`config.mk`:
```
export PLATFORM = sky130hd
export DESIGN_NAME = sar_conv_sequencer_flat
export DESIGN_NICKNAME = d
export VERILOG_FILES = /design/src/rtl/sar_conv_sequencer_pkg.sv /design/src/rtl/sar_conv_sequencer_if.sv /design/src/rtl/sar_conv_sequencer_next_ch.sv /design/src/rtl/sar_conv_sequencer.sv /design/src/flat_wrapper.sv
export SDC_FILE = /design/constraint.sdc
export NUM_CORES = 1
export LEC_CHECK = 0
export ABC_AREA = 1
export CORE_MARGIN = 3
export CORE_UTILIZATION = 39
export CTS_BUF_LIST = sky130_fd_sc_hd__clkbuf_2
export CTS_CLUSTER_SIZE = 30
export DETAILED_ROUTE_END_ITERATION = 6
export DONT_BUFFER_PORTS = 1
export GPL_TIMING_DRIVEN = 0
export PLACE_DENSITY = 0.63
export SLEW_MARGIN = 25
export SYNTH_ARGS = -nofsm -noshare
export SYNTH_HDL_FRONTEND = slang
export SYNTH_SLANG_ARGS = --single-unit
```
`constraint.sdc`:
```
create_clock -name clk -period 1.8 [get_ports clk]
set_input_delay 0 -clock clk [delete_from_list [all_inputs] [get_ports clk]]
set_output_delay 0 -clock clk [all_outputs]
set_load 0.02 [all_outputs]
```
`src/rtl/sar_conv_sequencer_pkg.sv`:
```
// Shared types and constants for the SAR conversion sequencer.
package sar_seq_pkg;

    localparam int unsigned SAR_W     = 6;
    localparam int unsigned AVG_N     = 4;
    localparam int unsigned AVG_SHIFT = 2;
    localparam int unsigned ACC_W     = SAR_W + AVG_SHIFT;

    typedef enum logic [2:0] {
        ST_IDLE,
        ST_SELECT,
        ST_SETTLE,
        ST_CONVERT,
        ST_WAIT,
        ST_OUTPUT
    } seq_state_t;

endpackage

```
`src/rtl/sar_conv_sequencer_if.sv`:
```
// Host control, SAR logic and result-stream signals of the sequencer.
interface sar_conv_sequencer_if
    import sar_seq_pkg::*;
#(
    parameter int unsigned NCH = 4
);
    localparam int unsigned CH_W = $clog2(NCH);

    logic             start;
    logic             cont_mode;
    logic             stop;
    logic [NCH-1:0]   ch_mask;
    logic [CH_W-1:0]  mux_sel;
    logic             sh_sample;
    logic             sar_ena;
    logic [SAR_W-1:0] sar_dout;
    logic             sar_done;
    logic             res_valid;
    logic [CH_W-1:0]  res_ch;
    logic [SAR_W-1:0] res_data;
    logic             res_ready;
    logic             busy;
    logic             err;

    // Sequencer side
    modport master (
        input  start, cont_mode, stop, ch_mask, sar_dout, sar_done, res_ready,
        output mux_sel, sh_sample, sar_ena, res_valid, res_ch, res_data, busy, err
    );

    // Host / SAR logic side
    modport slave (
        output start, cont_mode, stop, ch_mask, sar_dout, sar_done, res_ready,
        input  mux_sel, sh_sample, sar_ena, res_valid, res_ch, res_data, busy, err
    );

endinterface

```
`src/rtl/sar_conv_sequencer_next_ch.sv`:
```
// Priority finder: lowest enabled channel at or above the scan pointer.
module sar_next_ch #(
    parameter int unsigned NCH   = 4,
    parameter int unsigned CH_W  = $clog2(NCH),
    parameter int unsigned PTR_W = CH_W + 1
) (
    input  logic [NCH-1:0]   mask,
    input  logic [PTR_W-1:0] ptr,
    output logic             found,
    output logic [CH_W-1:0]  ch
);

    // Scan upward; the first hit is the lowest qualifying channel
    always_comb begin
        found = 1'b0;
        ch    = '0;
        for (int unsigned i = 0; i < NCH; i++) begin
            if (!found && mask[i] && (PTR_W'(i) >= ptr)) begin
                found = 1'b1;
                ch    = CH_W'(i);
            end
        end
    end

endmodule

```
`src/rtl/sar_conv_sequencer.sv`:
```
// Multi-channel scan sequencer for the 6-bit SAR ADC.
// Optional feature macro: SAR_SEQ_AVG_EN (4-sample averaging per channel).
module sar_conv_sequencer
    import sar_seq_pkg::*;
#(
    parameter int unsigned NCH         = 4,
    parameter int unsigned SETTLE_CYC  = 4,
    parameter int unsigned TIMEOUT_CYC = 15
) (
    input  logic                  clk,
    input  logic                  rest,
    sar_conv_sequencer_if.master  bus
);

    localparam int unsigned CH_W  = $clog2(NCH);
    localparam int unsigned PTR_W = CH_W + 1;
    localparam int unsigned CNT_W = 8;

    seq_state_t       state, state_nxt;
    logic [CNT_W-1:0] cnt, cnt_nxt;
    logic [PTR_W-1:0] ptr, ptr_nxt;
    logic [CH_W-1:0]  mux_sel_r, mux_nxt;
    logic [CH_W-1:0]  res_ch_r, rch_nxt;
    logic [SAR_W-1:0] res_data_r, rdata_nxt;
    logic             err_r, err_nxt;
    logic             stop_r, stop_nxt;
    logic [NCH-1:0]   mask_r, mask_nxt;
    logic             cont_r, cont_nxt;
    logic             found;
    logic [CH_W-1:0]  found_ch;

`ifdef SAR_SEQ_AVG_EN
    localparam int unsigned IDX_W = $clog2(AVG_N);
    logic [ACC_W-1:0] acc, acc_nxt, acc_sum;
    logic [IDX_W-1:0] idx, idx_nxt;
`endif

    sar_next_ch #(
        .NCH   (NCH),
        .CH_W  (CH_W),
        .PTR_W (PTR_W)
    ) u_next_ch (
        .mask  (mask_r),
        .ptr   (ptr),
        .found (found),
        .ch    (found_ch)
    );

    // State register
    always_ff @(posedge clk) begin
        if (rest) state <= ST_IDLE;
        else      state <= state_nxt;
    end

    // Next-state and datapath next values; every register holds by default
    always_comb begin
        state_nxt = state;
        cnt_nxt   = cnt;
        ptr_nxt   = ptr;
        mux_nxt   = mux_sel_r;
        rch_nxt   = res_ch_r;
        rdata_nxt = res_data_r;
        err_nxt   = err_r;
        mask_nxt  = mask_r;
        cont_nxt  = cont_r;
        stop_nxt  = stop_r | ((state != ST_IDLE) && bus.stop);
`ifdef SAR_SEQ_AVG_EN
        acc_nxt   = acc;
        idx_nxt   = idx;
        acc_sum   = acc + ACC_W'(bus.sar_dout);
`endif
        case (state)
            ST_IDLE: begin
                if (bus.start && (bus.ch_mask != '0)) begin
                    mask_nxt  = bus.ch_mask;
                    cont_nxt  = bus.cont_mode;
                    ptr_nxt   = '0;
                    err_nxt   = 1'b0;
                    stop_nxt  = 1'b0;
                    state_nxt = ST_SELECT;
                end
            end
            ST_SELECT: begin
                if (stop_r) begin
                    state_nxt = ST_IDLE;
                end else if (found) begin
                    mux_nxt   = found_ch;
                    cnt_nxt   = '0;
`ifdef SAR_SEQ_AVG_EN
                    acc_nxt   = '0;
                    idx_nxt   = '0;
`endif
                    state_nxt = ST_SETTLE;
                end else if (cont_r) begin
                    ptr_nxt   = '0;
                end else begin
                    state_nxt = ST_IDLE;
                end
            end
            ST_SETTLE: begin
                if (cnt == CNT_W'(SETTLE_CYC - 1)) begin
                    cnt_nxt   = '0;
                    state_nxt = ST_CONVERT;
                end else begin
                    cnt_nxt   = cnt + CNT_W'(1);
                end
            end
            ST_CONVERT: begin
                cnt_nxt   = '0;
                state_nxt = ST_WAIT;
            end
            ST_WAIT: begin
                if (bus.sar_done) begin
`ifdef SAR_SEQ_AVG_EN
                    // Intermediate samples loop back to SETTLE without reselecting
                    if (idx == IDX_W'(AVG_N - 1)) begin
                        rdata_nxt = acc_sum[AVG_SHIFT +: SAR_W];
                        rch_nxt   = mux_sel_r;
                        state_nxt = ST_OUTPUT;
                    end else begin
                        acc_nxt   = acc_sum;
                        idx_nxt   = idx + IDX_W'(1);
                        cnt_nxt   = '0;
                        state_nxt = ST_SETTLE;
                    end
`else
                    rdata_nxt = bus.sar_dout;
                    rch_nxt   = mux_sel_r;
                    state_nxt = ST_OUTPUT;
`endif
                end else if (cnt == CNT_W'(TIMEOUT_CYC - 1)) begin
                    err_nxt   = 1'b1;
                    ptr_nxt   = PTR_W'(mux_sel_r) + PTR_W'(1);
                    state_nxt = ST_SELECT;
                end else begin
                    cnt_nxt   = cnt + CNT_W'(1);
                end
            end
            ST_OUTPUT: begin
                if (bus.res_ready) begin
                    ptr_nxt   = PTR_W'(mux_sel_r) + PTR_W'(1);
                    state_nxt = ST_SELECT;
                end
            end
            default: state_nxt = ST_IDLE;
        endcase
    end

    // Datapath registers
    always_ff @(posedge clk) begin
        if (rest) begin
            cnt        <= '0;
            ptr        <= '0;
            mux_sel_r  <= '0;
            res_ch_r   <= '0;
            res_data_r <= '0;
            err_r      <= 1'b0;
            stop_r     <= 1'b0;
            mask_r     <= '0;
            cont_r     <= 1'b0;
`ifdef SAR_SEQ_AVG_EN
            acc        <= '0;
            idx        <= '0;
`endif
        end else begin
            cnt        <= cnt_nxt;
            ptr        <= ptr_nxt;
            mux_sel_r  <= mux_nxt;
            res_ch_r   <= rch_nxt;
            res_data_r <= rdata_nxt;
            err_r      <= err_nxt;
            stop_r     <= stop_nxt;
            mask_r     <= mask_nxt;
            cont_r     <= cont_nxt;
`ifdef SAR_SEQ_AVG_EN
            acc        <= acc_nxt;
            idx        <= idx_nxt;
`endif
        end
    end

    assign bus.mux_sel   = mux_sel_r;
    assign bus.sh_sample = (state == ST_SETTLE);
    assign bus.sar_ena   = (state == ST_CONVERT);
    assign bus.res_valid = (state == ST_OUTPUT);
    assign bus.res_ch    = res_ch_r;
    assign bus.res_data  = res_data_r;
    assign bus.busy      = (state != ST_IDLE);
    assign bus.err       = err_r;

endmodule
```
`src/flat_wrapper.sv`:
```
// flat-port wrapper written by rule: the top's interface ports become plain ports
module sar_conv_sequencer_flat import sar_seq_pkg::*;
#(
    parameter int unsigned NCH         = 4,
    parameter int unsigned SETTLE_CYC  = 4,
    parameter int unsigned TIMEOUT_CYC = 15
)
  (clk, rest, bus_start, bus_cont_mode, bus_stop, bus_ch_mask, bus_sar_dout, bus_sar_done, bus_res_ready, bus_mux_sel, bus_sh_sample, bus_sar_ena, bus_res_valid, bus_res_ch, bus_res_data, bus_busy, bus_err);
  sar_conv_sequencer_if #(.NCH(NCH)) bus_i ();
  input  logic clk;
  input  logic rest;
  input wire logic [$bits(bus_i.start)-1:0] bus_start;
  input wire logic [$bits(bus_i.cont_mode)-1:0] bus_cont_mode;
  input wire logic [$bits(bus_i.stop)-1:0] bus_stop;
  input wire logic [$bits(bus_i.ch_mask)-1:0] bus_ch_mask;
  input wire logic [$bits(bus_i.sar_dout)-1:0] bus_sar_dout;
  input wire logic [$bits(bus_i.sar_done)-1:0] bus_sar_done;
  input wire logic [$bits(bus_i.res_ready)-1:0] bus_res_ready;
  output wire logic [$bits(bus_i.mux_sel)-1:0] bus_mux_sel;
  output wire logic [$bits(bus_i.sh_sample)-1:0] bus_sh_sample;
  output wire logic [$bits(bus_i.sar_ena)-1:0] bus_sar_ena;
  output wire logic [$bits(bus_i.res_valid)-1:0] bus_res_valid;
  output wire logic [$bits(bus_i.res_ch)-1:0] bus_res_ch;
  output wire logic [$bits(bus_i.res_data)-1:0] bus_res_data;
  output wire logic [$bits(bus_i.busy)-1:0] bus_busy;
  output wire logic [$bits(bus_i.err)-1:0] bus_err;
  assign bus_i.start = bus_start;
  assign bus_i.cont_mode = bus_cont_mode;
  assign bus_i.stop = bus_stop;
  assign bus_i.ch_mask = bus_ch_mask;
  assign bus_i.sar_dout = bus_sar_dout;
  assign bus_i.sar_done = bus_sar_done;
  assign bus_i.res_ready = bus_res_ready;
  assign bus_mux_sel = bus_i.mux_sel;
  assign bus_sh_sample = bus_i.sh_sample;
  assign bus_sar_ena = bus_i.sar_ena;
  assign bus_res_valid = bus_i.res_valid;
  assign bus_res_ch = bus_i.res_ch;
  assign bus_res_data = bus_i.res_data;
  assign bus_busy = bus_i.busy;
  assign bus_err = bus_i.err;
  sar_conv_sequencer #(.NCH(NCH), .SETTLE_CYC(SETTLE_CYC), .TIMEOUT_CYC(TIMEOUT_CYC)) u_core (.clk(clk), .rest(rest), .bus(bus_i));
endmodule
```
Yosys cells after proc, flatten, opt, wreduce, memory -nomap -nowiden
Cells that the tools add are included.

operators by class
  divide/modulo/power cells = 0
  bitwise gates (word level) = 2
  shifts and indexed selects = 0
  multiplexer cells = 36
  eq/ne operators = 19
  reductions and logical operators = 25
  add/sub/neg operators = 2
  order comparisons = 4
  $mul = 0

operators by type and width
  cell                   count
  $mux W3                15
  $mux W8                5
  $pmux W8 S4            1
  $pmux W3 S6            1
  $pmux W3 S4            1
  $reduce_bool A4 Y1     3
  $mux W1                10
  $ne A2 B1 Y1 const B   5
  $ne A2 B2 Y1 const B   5
  $reduce_and A5 Y1      2
  $logic_and A1 B1 Y1    9
  $add A8 B1 Y8 const B  1
  $eq A8 B2 Y1 const B   1
  $eq A8 B4 Y1 const B   1
  $reduce_and A8 Y1      1
  $eq A3 B2 Y1 const B   2
  $eq A3 B3 Y1 const B   2
  $ge A1 B3 Y1 const A   2
  $ge A2 B3 Y1 const A   2
  $mux W2                2
  $ne A4 B3 Y1 const B   1
  $reduce_and A2 Y1      2
  $reduce_and A4 Y1      1
  $add A2 B1 Y3 const B  1
  10 further kinds       12

word-level totals
  logic and storage cells = 98
  memories = 0
  bits in read-only memories = 0
  memory bits (writable) = 0
  output and inout port bits = 15
  bits in latches = 0
  bits of input ports = 17
  bits in registers = 31

Logic depth before layout (Yosys ltp)
Gate-level depths: netlist (run 1).

  depth after elaboration = 18
  gate-level depth with buffers = 11
  gate-level depth less buffers = 11

Cells and area by module
From an unflattened synthesis (run 1), not the netlist that was laid out.

unflattened totals
  cells, all modules = 275
  area, all modules = 1828.0 sq um

by module, submodules not included
  module              cells each  area an instance (sq um)  sequential area each (sq um)  times used
  sar_conv_sequencer  257         1737.9                    620.6                         1
  sar_next_ch         18          90.1                      0.0                           1

Worst setup path after synthesis (run 1)
Ideal clock, no wire load.

  path type = register to register
  start point = register u_core.cnt[1]
  end point = register u_core.state[2]
  clock period less this slack = 1.327 ns
  slack = 0.473 ns
  buffers on the path = 0
  arrival = 1.212 ns
  required time = 1.685 ns
  stages on the path, launching flop included = 11
  library setup time = 0.115 ns
  cells stage by stage = dfxtp_1 -> ha_1 -> inv_1 -> nor2_2 -> nand3_2 -> nand2_1 -> nand2_1 -> nor2_4 -> nand3b_1 -> nand2_1 -> nor2_1

between the ends
  cells in the longest elaborated chain, start to end = 3
  elaborated cells between the ends (all ways) = 5
  those cells by class = 4 x eq/ne; 1 x reduce/logical

ends and longest elaborated chain
  what                                                                  line                                                  RTL
  start, declared                                                       sar_conv_sequencer.sv:20                              logic [CNT_W-1:0] cnt, cnt_nxt;
  start signal, assigned                                                sar_conv_sequencer.sv:166                             cnt <= cnt_nxt;
  $eq A8 B4 Y1 / $eq A8 B2 Y1 (equally long branches)                   sar_conv_sequencer.sv:131, sar_conv_sequencer.sv:101
  $ne A3 B2 Y1 (no source line) / $ne A2 B1 Y1 (equally long branches)  n/a
  $reduce_and A5 Y1 (no source line) (*)                                n/a
  end signal, assigned                                                  sar_conv_sequencer.sv:52                              else state <= state_nxt;
  end, declared                                                         sar_conv_sequencer.sv:19                              seq_state_t state, state_nxt;

Mark *: on every way between the ends. The rest lies on a longest branch, timed or not.
A chain may end at the register's enable or synchronous reset.

Final worst setup path (run 1)
  start point = register u_core.cnt[1]
  end point = register u_core.state[0]

The elaborated chain is that of the path after synthesis.

==> results_tabular.tex, run 1 <==
\begin{tabular}{lr}
\hline
Metric & Value \\
\hline
\multicolumn{2}{l}{\textbf{Logic synthesis}} \\
Synth Flop Type & dfxtp\_1 \\
Post-Synthesis Net Count & approximately 280 \\
Most instantiated cells after synthesis & nand2\_1, nor2\_1, dfxtp\_1, a21oi\_1, nand3\_1 \\
Area share of the largest cell type after synthesis & roughly 36\% \\
Number of library cell types mapped by synthesis & 26 \\
Synthesis-stage register bit count & 31 \\
Average size of a mapped cell & between 6 and 7 um2 \\
Cell area after technology mapping & $\sim$0.0017 mm2 \\
Dominant cells by area after synthesis & dfxtp\_1, nand2\_1, a21oi\_1 \\
Gate count after technology mapping & between 200 and 300 \\
Async set-or-reset flop fraction in the synthesized netlist & 0\% \\
Warnings, synthesis & 0 \\
Top-count cell post-synth & nand2\_1 \\
Top cell type by total area after synthesis & dfxtp\_1 \\
Post-synthesis sequential area ratio & 35.7\% \\
Number of flops mapped to enable cells by yosys & 0 \\
\multicolumn{2}{l}{\textbf{Clock network}} \\
H-Tree Level Count & 2 \\
Post-CTS Setup Repair Bufs & 0 \\
Number of buffers on the longest clock path & 2 \\
Number of buffers added to fix hold violations after cts & 15 \\
Number of sinks on the clock net & 31 \\
Clk Tree Root Cell & clkbuf\_2 \\
CTS tree & yes \\
Clock transition at the registers of the reported paths & approximately 170 ps \\
Number of buffers created by CTS & 5 \\
Resize count post-CTS & 0 \\
Skew-Pair Late Insertion Delay & 370 ps \\
\multicolumn{2}{l}{\textbf{Run}} \\
Max cap viols & 0 \\
\multicolumn{2}{l}{\textbf{Timing}} \\
Actual transition at the worst max-transition pin & 450 ps \\
Largest clock skew in the final design & 5.17 ps \\
Relative max-transition margin & 70.0\% \\
RSZ-0062 raised after global routing & no \\
Worst hold slack after final layout & around 25 ps \\
Final Hold Viols & 0 \\
Post-layout minimum cycle time & between 1500 and 2000 ps \\
Setup-violating endpoint count in the final report & 0 \\
Total negative setup slack & 0 ps \\
Least setup slack across all paths after layout & about 230 ps \\
Final Max Tran Viols & 0 \\
Highest achievable clock rate & about 640 MHz \\
Period utilisation layout & between 80 and 90\% \\
\multicolumn{2}{l}{\textbf{Routing}} \\
Final Routed Wirelength & between 3000 and 4000 um \\
Mean number of vias per cell & about 5 \\
DRT antenna net count & 0 \\
DRC violation count after routing & 0 \\
DR WL/cell & between 10 and 15 um \\
Number of vias in the routed layout & between 1,500 and 2,000 \\
First drt pass iteration count & 4 \\
Initial DRC Count & roughly 100 \\
\multicolumn{2}{l}{\textbf{Hold path}} \\
HP Class & input port to register \\
\multicolumn{2}{l}{\textbf{Power}} \\
Switching share of power & roughly half \\
Clock group share of total power & 12.9\% \\
Worst supply voltage drop on vdd & 0.695 mV \\
Share of power burned in combinational logic & a little over 50\% \\
LEAKAGE & roughly 0.00084 uW \\
Pwr dens & 1380 mW/mm2 \\
Cell Int Power & 1390 uW \\
Net switching power & around 1400 uW \\
Fraction of power consumed by sequential logic & between 30\% and 40\% \\
\multicolumn{2}{l}{\textbf{Floorplan}} \\
Die footprint & about 0.0053 mm2 \\
Std cell rows & 23 \\
Core region area & between 0.004 and 0.005 mm2 \\
DIE HEIGHT & between 70 and 80 um \\
Die X & 72.8 um \\
Initial core utilization & 42.0\% \\
Count of boundary I/O pins & 32 \\
\multicolumn{2}{l}{\textbf{Worst setup path}} \\
Endpoint kind of the worst setup timing path & register \\
Peak fanout along the critical path & 6 \\
Type of the worst setup path & register to register \\
Startpoint types & register \\
Required time at the endpoint of the critical path & about 2100 ps \\
CP arrival & between 1500 and 2000 ps \\
\multicolumn{2}{l}{\textbf{Global route}} \\
Final global-route overflow total & 0 \\
Overall fraction of global-route tracks in use & around 17\% \\
Wire length of the first global-routing pass & around 6900 um \\
Vias in the first global route & around 1,500 \\
Largest net degree at the start of global routing & 11 \\
Antenna violations before repair & 0 \\
\multicolumn{2}{l}{\textbf{Layout}} \\
Post-route non-filler standard cell count & 334 \\
Area added between synthesis and finish & 14.7\% \\
Post-layout nets & approximately 300 \\
Antenna cells & 0 \\
Final std cell area, no fill & about 0.0020 mm2 \\
Proportion of layout cells with a drive suffix above 1 & $\sim$14\% \\
\multicolumn{2}{l}{\textbf{Placement}} \\
Placed cell count & 311 \\
Post-DP HPWL & 2950 um \\
Pre-CTS WS & 278 ps \\
Placement-stage cell area & between 0.0015 and 0.002 mm2 \\
PortBufs & 0 \\
Final weighted congestion in routability-driven placement & 0.845 \\
\multicolumn{2}{l}{\textbf{Outcome}} \\
Outcome & finished clean \\
\hline
\end{tabular}
==> cell usage in the layout, fill, tap and decap left out <==
| cell type | Yosys | final |
|---|---|---|
| a21oi_1 | 30 | 30 |
| buf_2 | 3 | 3 |
| buf_4 | 1 | 1 |
| buf_6 | 1 | 1 |
| clkbuf_1 | 2 | 2 |
| clkbuf_2 | 0 | 6 |
| clkinv_2 | 0 | 1 |
| clkinvlp_4 | 0 | 1 |
| dfxtp_1 | 31 | 31 |
| dlygate4sd3_1 | 0 | 15 |
| ha_1 | 3 | 3 |
| inv_1 | 21 | 21 |
| inv_2 | 7 | 7 |
| nand2_1 | 63 | 63 |
| nand2_2 | 5 | 5 |
| nand2_4 | 1 | 1 |
| nand3_1 | 22 | 22 |
| nand3_2 | 1 | 1 |
| nand3_4 | 1 | 1 |
| nand3b_1 | 1 | 1 |
| nand4_1 | 3 | 3 |
| nor2_1 | 32 | 32 |
| nor2_2 | 6 | 6 |
| nor2_4 | 5 | 5 |
| nor3_1 | 1 | 1 |
| nor4_1 | 1 | 1 |
| o21ai_0 | 14 | 14 |
| o21ai_1 | 1 | 1 |
| or2_2 | 1 | 1 |
| xor2_1 | 4 | 4 |
==> per-layer routing <==
layer	part of all wire (%)	global-route usage [%]	routed length, um	vias up
li1	-	-	-	884
met4	1.6	5.53	62	0
met1	48	22.3	1920	737
met5	0	0	0	-
met2	45	25.7	1780	40
met3	5.5	5.37	219	7
==> critical path, stage by stage, from the launching register on <==
cell and delay [ps]:
dfxtp_1 470, ha_1 180, inv_1 40, nor2_2 120, nand3_2 120, nand2_1 80, nand2_1 150, nor2_4 150
nand3_1 80, nand2_1 60, nor2_1 30
==> stage by stage <==
| step | utilization (%) | total power, uW |
|---|---|---|
| 6_report | 48.1 | 2750 |
| 2_1_floorplan | - | 2120 |
| 3_5_place_dp | 43.5 | 2380 |
| 5_1_grt | 48.1 | 3010 |
| 3_3_place_gp | 43.5 | 2370 |
| 4_1_cts | 48.1 | 2780 |
==> cell families after synthesis <==
| group | synth area share, % |
|---|---|
| flops | 35.7 |
| simple gates | 38.8 |
| fa+ha+maj | 2.16 |
| buf+inv | 8.42 |
| compound gates | 12.9 |
| xor+xnor | 2.01 |
==> area by class of cell <==
class,count,area (um2)
Buffer,7,41.3
Clock buffer,6,30.0
Clock inverter,2,12.5
Fill cell,448,2150
Inverter,28,105
Multi-Input combinational cell,195,972
Sequential cell,31,621
Tap cell,50,62.6
Timing Repair Buffer,15,150
==> state kept, by name, summed over array words and instances (netlist names) <==
register	count
u_core.ptr	3
u_core.cnt	8
u_core.stop_r	1
u_core.bus.mux_sel	2
u_core.cont_r	1
u_core.state	3
u_core.bus.res_ch	2
u_core.bus.err	1
u_core.mask_r	4
u_core.bus.res_data	6
==> final timing paths <==
check | slack, ps | to | cells past startpoint | from
worst max register to register | 230 | u_core.state[0]$_SDFFE_PP0P_ | 10 | u_core.cnt[1]$_SDFFE_PP0P_
worst min register to register | 480 | u_core.cont_r$_SDFFE_PP0P_ | 2 | u_core.cont_r$_SDFFE_PP0P_
worst max-delay path | 230 | u_core.state[0]$_SDFFE_PP0P_ | 10 | u_core.cnt[1]$_SDFFE_PP0P_
worst min-delay path | 20 | u_core.ptr[2]$_SDFFE_PP0P_ | 6 | bus_res_ready
==> power groups by stage <==
| stage | registers, uW | clock network [uW] | logic [uW] |
|---|---|---|---|
| 3_5_place_dp | 1020 | 0 | 1360 |
| 3_3_place_gp | 1020 | 0 | 1360 |
| 2_1_floorplan | 979 | 0 | 1140 |
| 5_1_grt | 1030 | 400 | 1580 |
| 6_report | 1000 | 354 | 1390 |
| 4_1_cts | 1000 | 376 | 1400 |
Power figures use the tool's default switching activity.
==> inputs of run 2 (changes only) <==
Settings changed: SYNTH_HIERARCHICAL set to 1.
==> run 2 against run 1 <==
Area after synthesis is 5.1% higher. Utilization is 0.44 points higher. Via count is 4.6% higher. Setup slack worse by 140 ps. Sequential share of layout area is 2.3 points lower. Clock skew is 9.2 ps higher. Total power is 4.8% higher. Critical endpoint is now u_core/bus.res_data[2]$_SDFFE_PP0P_. Largest power group unchanged.
==> results_tabular.tex, run 2 <==
\begin{tabular}{lr}
\hline
Metric & Value \\
\hline
\multicolumn{2}{l}{\textbf{Outcome}} \\
Outcome & finished clean \\
\multicolumn{2}{l}{\textbf{Routing}} \\
Number of vias in the routed layout & about 1,700 \\
First drt pass iteration count & 5 \\
DRC violation count after routing & 0 \\
Initial DRC Count & 80 \\
Final Routed Wirelength & 4060 um \\
Mean number of vias per cell & between 4 and 5 \\
DRT antenna net count & 0 \\
DR WL/cell & 11.4 um \\
\multicolumn{2}{l}{\textbf{Logic synthesis}} \\
Most instantiated cells after synthesis & nand2\_1, nor2\_1, inv\_1, dfxtp\_1, a21oi\_1 \\
Async set-or-reset flop fraction in the synthesized netlist & 0\% \\
Post-Synthesis Net Count & around 300 \\
Post-synthesis sequential area ratio & between 30\% and 40\% \\
Average size of a mapped cell & around 6.6 um2 \\
Cell area after technology mapping & $\sim$0.0018 mm2 \\
Top cell type by total area after synthesis & dfxtp\_1 \\
Number of library cell types mapped by synthesis & 27 \\
Dominant cells by area after synthesis & dfxtp\_1, nand2\_1, nor2\_1 \\
Synthesis-stage register bit count & 31 \\
Number of flops mapped to enable cells by yosys & 0 \\
Gate count after technology mapping & 275 \\
Warnings, synthesis & 6 \\
Synth Flop Type & dfxtp\_1 \\
Area share of the largest cell type after synthesis & between 30 and 40\% \\
Top-count cell post-synth & nand2\_1 \\
\multicolumn{2}{l}{\textbf{Power}} \\
Cell Int Power & roughly 1600 uW \\
LEAKAGE & between 0.0009 and 0.001 uW \\
Worst supply voltage drop on vdd & roughly 0.59 mV \\
Switching share of power & a little under half \\
Net switching power & between 1000 and 1500 uW \\
Clock group share of total power & about 17\% \\
Fraction of power consumed by sequential logic & 34.2\% \\
Share of power burned in combinational logic & between 40\% and 50\% \\
Pwr dens & about 1300 mW/mm2 \\
\multicolumn{2}{l}{\textbf{Floorplan}} \\
Die footprint & 0.00555 mm2 \\
Initial core utilization & 41.1\% \\
Die X & around 74 um \\
Std cell rows & 24 \\
DIE HEIGHT & 74.5 um \\
Count of boundary I/O pins & 32 \\
Core region area & between 0.004 and 0.005 mm2 \\
\multicolumn{2}{l}{\textbf{Worst setup path}} \\
Startpoint types & register \\
Reg-to-reg slack, setup & 90 ps \\
Cell mode on critical path & buf\_6 \\
Crit path max-delay cell type & dlygate4sd3\_1 \\
Endpoint kind of the worst setup timing path & register \\
CP cell instances & buf\_6, nand2\_2, nor2\_4, buf\_6, nand3\_1, a21oi\_1, dlygate4sd3\_1 \\
Top delay family on crit path & buffers and inverters \\
Peak fanout along the critical path & 10 \\
Type of the worst setup path & register to register \\
Required time at the endpoint of the critical path & between 2000 and 2500 ps \\
Buf/Inv on CP & 3 \\
CP arrival & 2040 ps \\
Delay of the slowest cell on the worst path & between 500 and 600 ps \\
\multicolumn{2}{l}{\textbf{Layout}} \\
Largest register by flop count & u\_core/cnt \\
Area added between synthesis and finish & 18.1\% \\
Post-layout nets & $\sim$320 \\
Most common library cell in the layout ignoring fill and taps & nand2\_1 \\
Most frequent cells in the layout & nand2\_1, nor2\_1, inv\_1 \\
Proportion of layout cells with a drive suffix above 1 & between 10 and 15\% \\
Max reg flops & 8 \\
Post-route non-filler standard cell count & 355 \\
Antenna cells & 0 \\
\multicolumn{2}{l}{\textbf{Run}} \\
Max cap viols & 0 \\
\multicolumn{2}{l}{\textbf{Timing}} \\
Post-layout minimum cycle time & 1710 ps \\
RSZ-0062 raised after global routing & no \\
Period utilisation layout & between 90 and 100\% \\
Final Max Tran Viols & 0 \\
Highest achievable clock rate & about 590 MHz \\
Total negative setup slack & 0 ps \\
Setup-violating endpoint count in the final report & 0 \\
Largest clock skew in the final design & approximately 14 ps \\
Final Hold Viols & 0 \\
Relative max-transition margin & between 60\% and 70\% \\
Actual transition at the worst max-transition pin & between 400 and 500 ps \\
\multicolumn{2}{l}{\textbf{Clock network}} \\
Number of buffers created by CTS & 5 \\
Clock transition at the registers of the reported paths & about 170 ps \\
Clk Tree Root Cell & clkbuf\_2 \\
Skew-Pair Late Insertion Delay & between 300 and 400 ps \\
Number of buffers on the longest clock path & 2 \\
Number of sinks on the clock net & 31 \\
H-Tree Level Count & 2 \\
CTS tree & yes \\
\multicolumn{2}{l}{\textbf{Hold path}} \\
HP Class & input port to register \\
\multicolumn{2}{l}{\textbf{Global route}} \\
Final global-route overflow total & 0 \\
Vias in the first global route & around 1,500 \\
Antenna violations before repair & 0 \\
Largest net degree at the start of global routing & 11 \\
Wire length of the first global-routing pass & between 6000 and 7000 um \\
Overall fraction of global-route tracks in use & approximately 15\% \\
\multicolumn{2}{l}{\textbf{Placement}} \\
PortBufs & 0 \\
Post-DP HPWL & a little under 3000 um \\
Final weighted congestion in routability-driven placement & $\sim$0.86 \\
Placed cell count & $\sim$330 \\
\hline
\end{tabular}
==> run 2: path summary, 6_finish.rpt <==
path	from	to	cells after the start
setup / recovery	u_core/state[2]$_SDFFE_PP0P_	u_core/bus.res_data[2]$_SDFFE_PP0P_	7
hold / removal	bus_sar_done	u_core/bus.res_ch[0]$_SDFFE_PP0P_	3
setup reg to reg	u_core/state[2]$_SDFFE_PP0P_	u_core/bus.res_data[2]$_SDFFE_PP0P_	7
hold reg to reg	u_core/mask_r[3]$_SDFFE_PP0P_	u_core/mask_r[3]$_SDFFE_PP0P_	2
==> run 2: power groups by stage <==
stage,Combinational [uW],Sequential [uW],Clock [uW]
global placement,1370,1000,0
CTS,1420,989,510
detailed placement,1380,1000,0
global route,1600,1010,535
finish,1410,985,482
floorplan,1170,972,0
==> run 2: cell families after synthesis <==
family	after synthesis	synth area share [%]
xor gates and xnor gates	3	1.44
buffers and inverters	45	11.4
and+or+nand+nor	159	41.2
adders and majority gates	3	2.05
DFF	31	33.9
AOI/OAI and AO/OA	34	9.93
==> run 2: layout make-up <==
| class | count | area [um2] |
|---|---|---|
| Timing Repair Buffer | 20 | 200 |
| Clock inverter | 3 | 38.8 |
| Multi-Input combinational cell | 199 | 998 |
| Buffer | 8 | 60.1 |
| Fill cell | 474 | 2290 |
| Clock buffer | 5 | 25.0 |
| Sequential cell | 31 | 622 |
| Inverter | 37 | 149 |
| Tap cell | 52 | 65.1 |
==> run 2: stage by stage <==
step	instance area [um2]	total power (uW)	setup slack [ps]	utilization (%)	hold WS, ps
floorplan	1830	2140	391	-	160
global placement	1890	2370	236	42.6	165
detailed placement	1890	2380	218	42.6	168
CTS	2160	2920	94.4	48.5	44.7
global route	2160	3140	5.29	48.6	51.5
finish	2160	2880	94.2	48.6	75.7
==> run 2: per-layer routing <==
| layer | global-route usage, % | wire length (um) |
|---|---|---|
| met1 | 19.8 | 1910 |
| met2 | 24.3 | 1760 |
| met3 | 4.59 | 327 |
| met4 | 5.34 | 51 |
| met5 | 0 | 0 |
==> run 2: timing repair <==
action	CTS	global route
resized for setup	0	1
setup buffers	0	0
endpoints found under the hold margin	16	0
hold buffers	20	0
setup endpoints to repair	0	1
==> run 2: worst register-to-register path: stages, from the launching register on <==
cell and delay (ps):
dfxtp_1 360, buf_6 150, nand2_2 100, nor2_4 130
buf_6 150, nand3_1 80, a21oi_1 140, dlygate4sd3_1 560
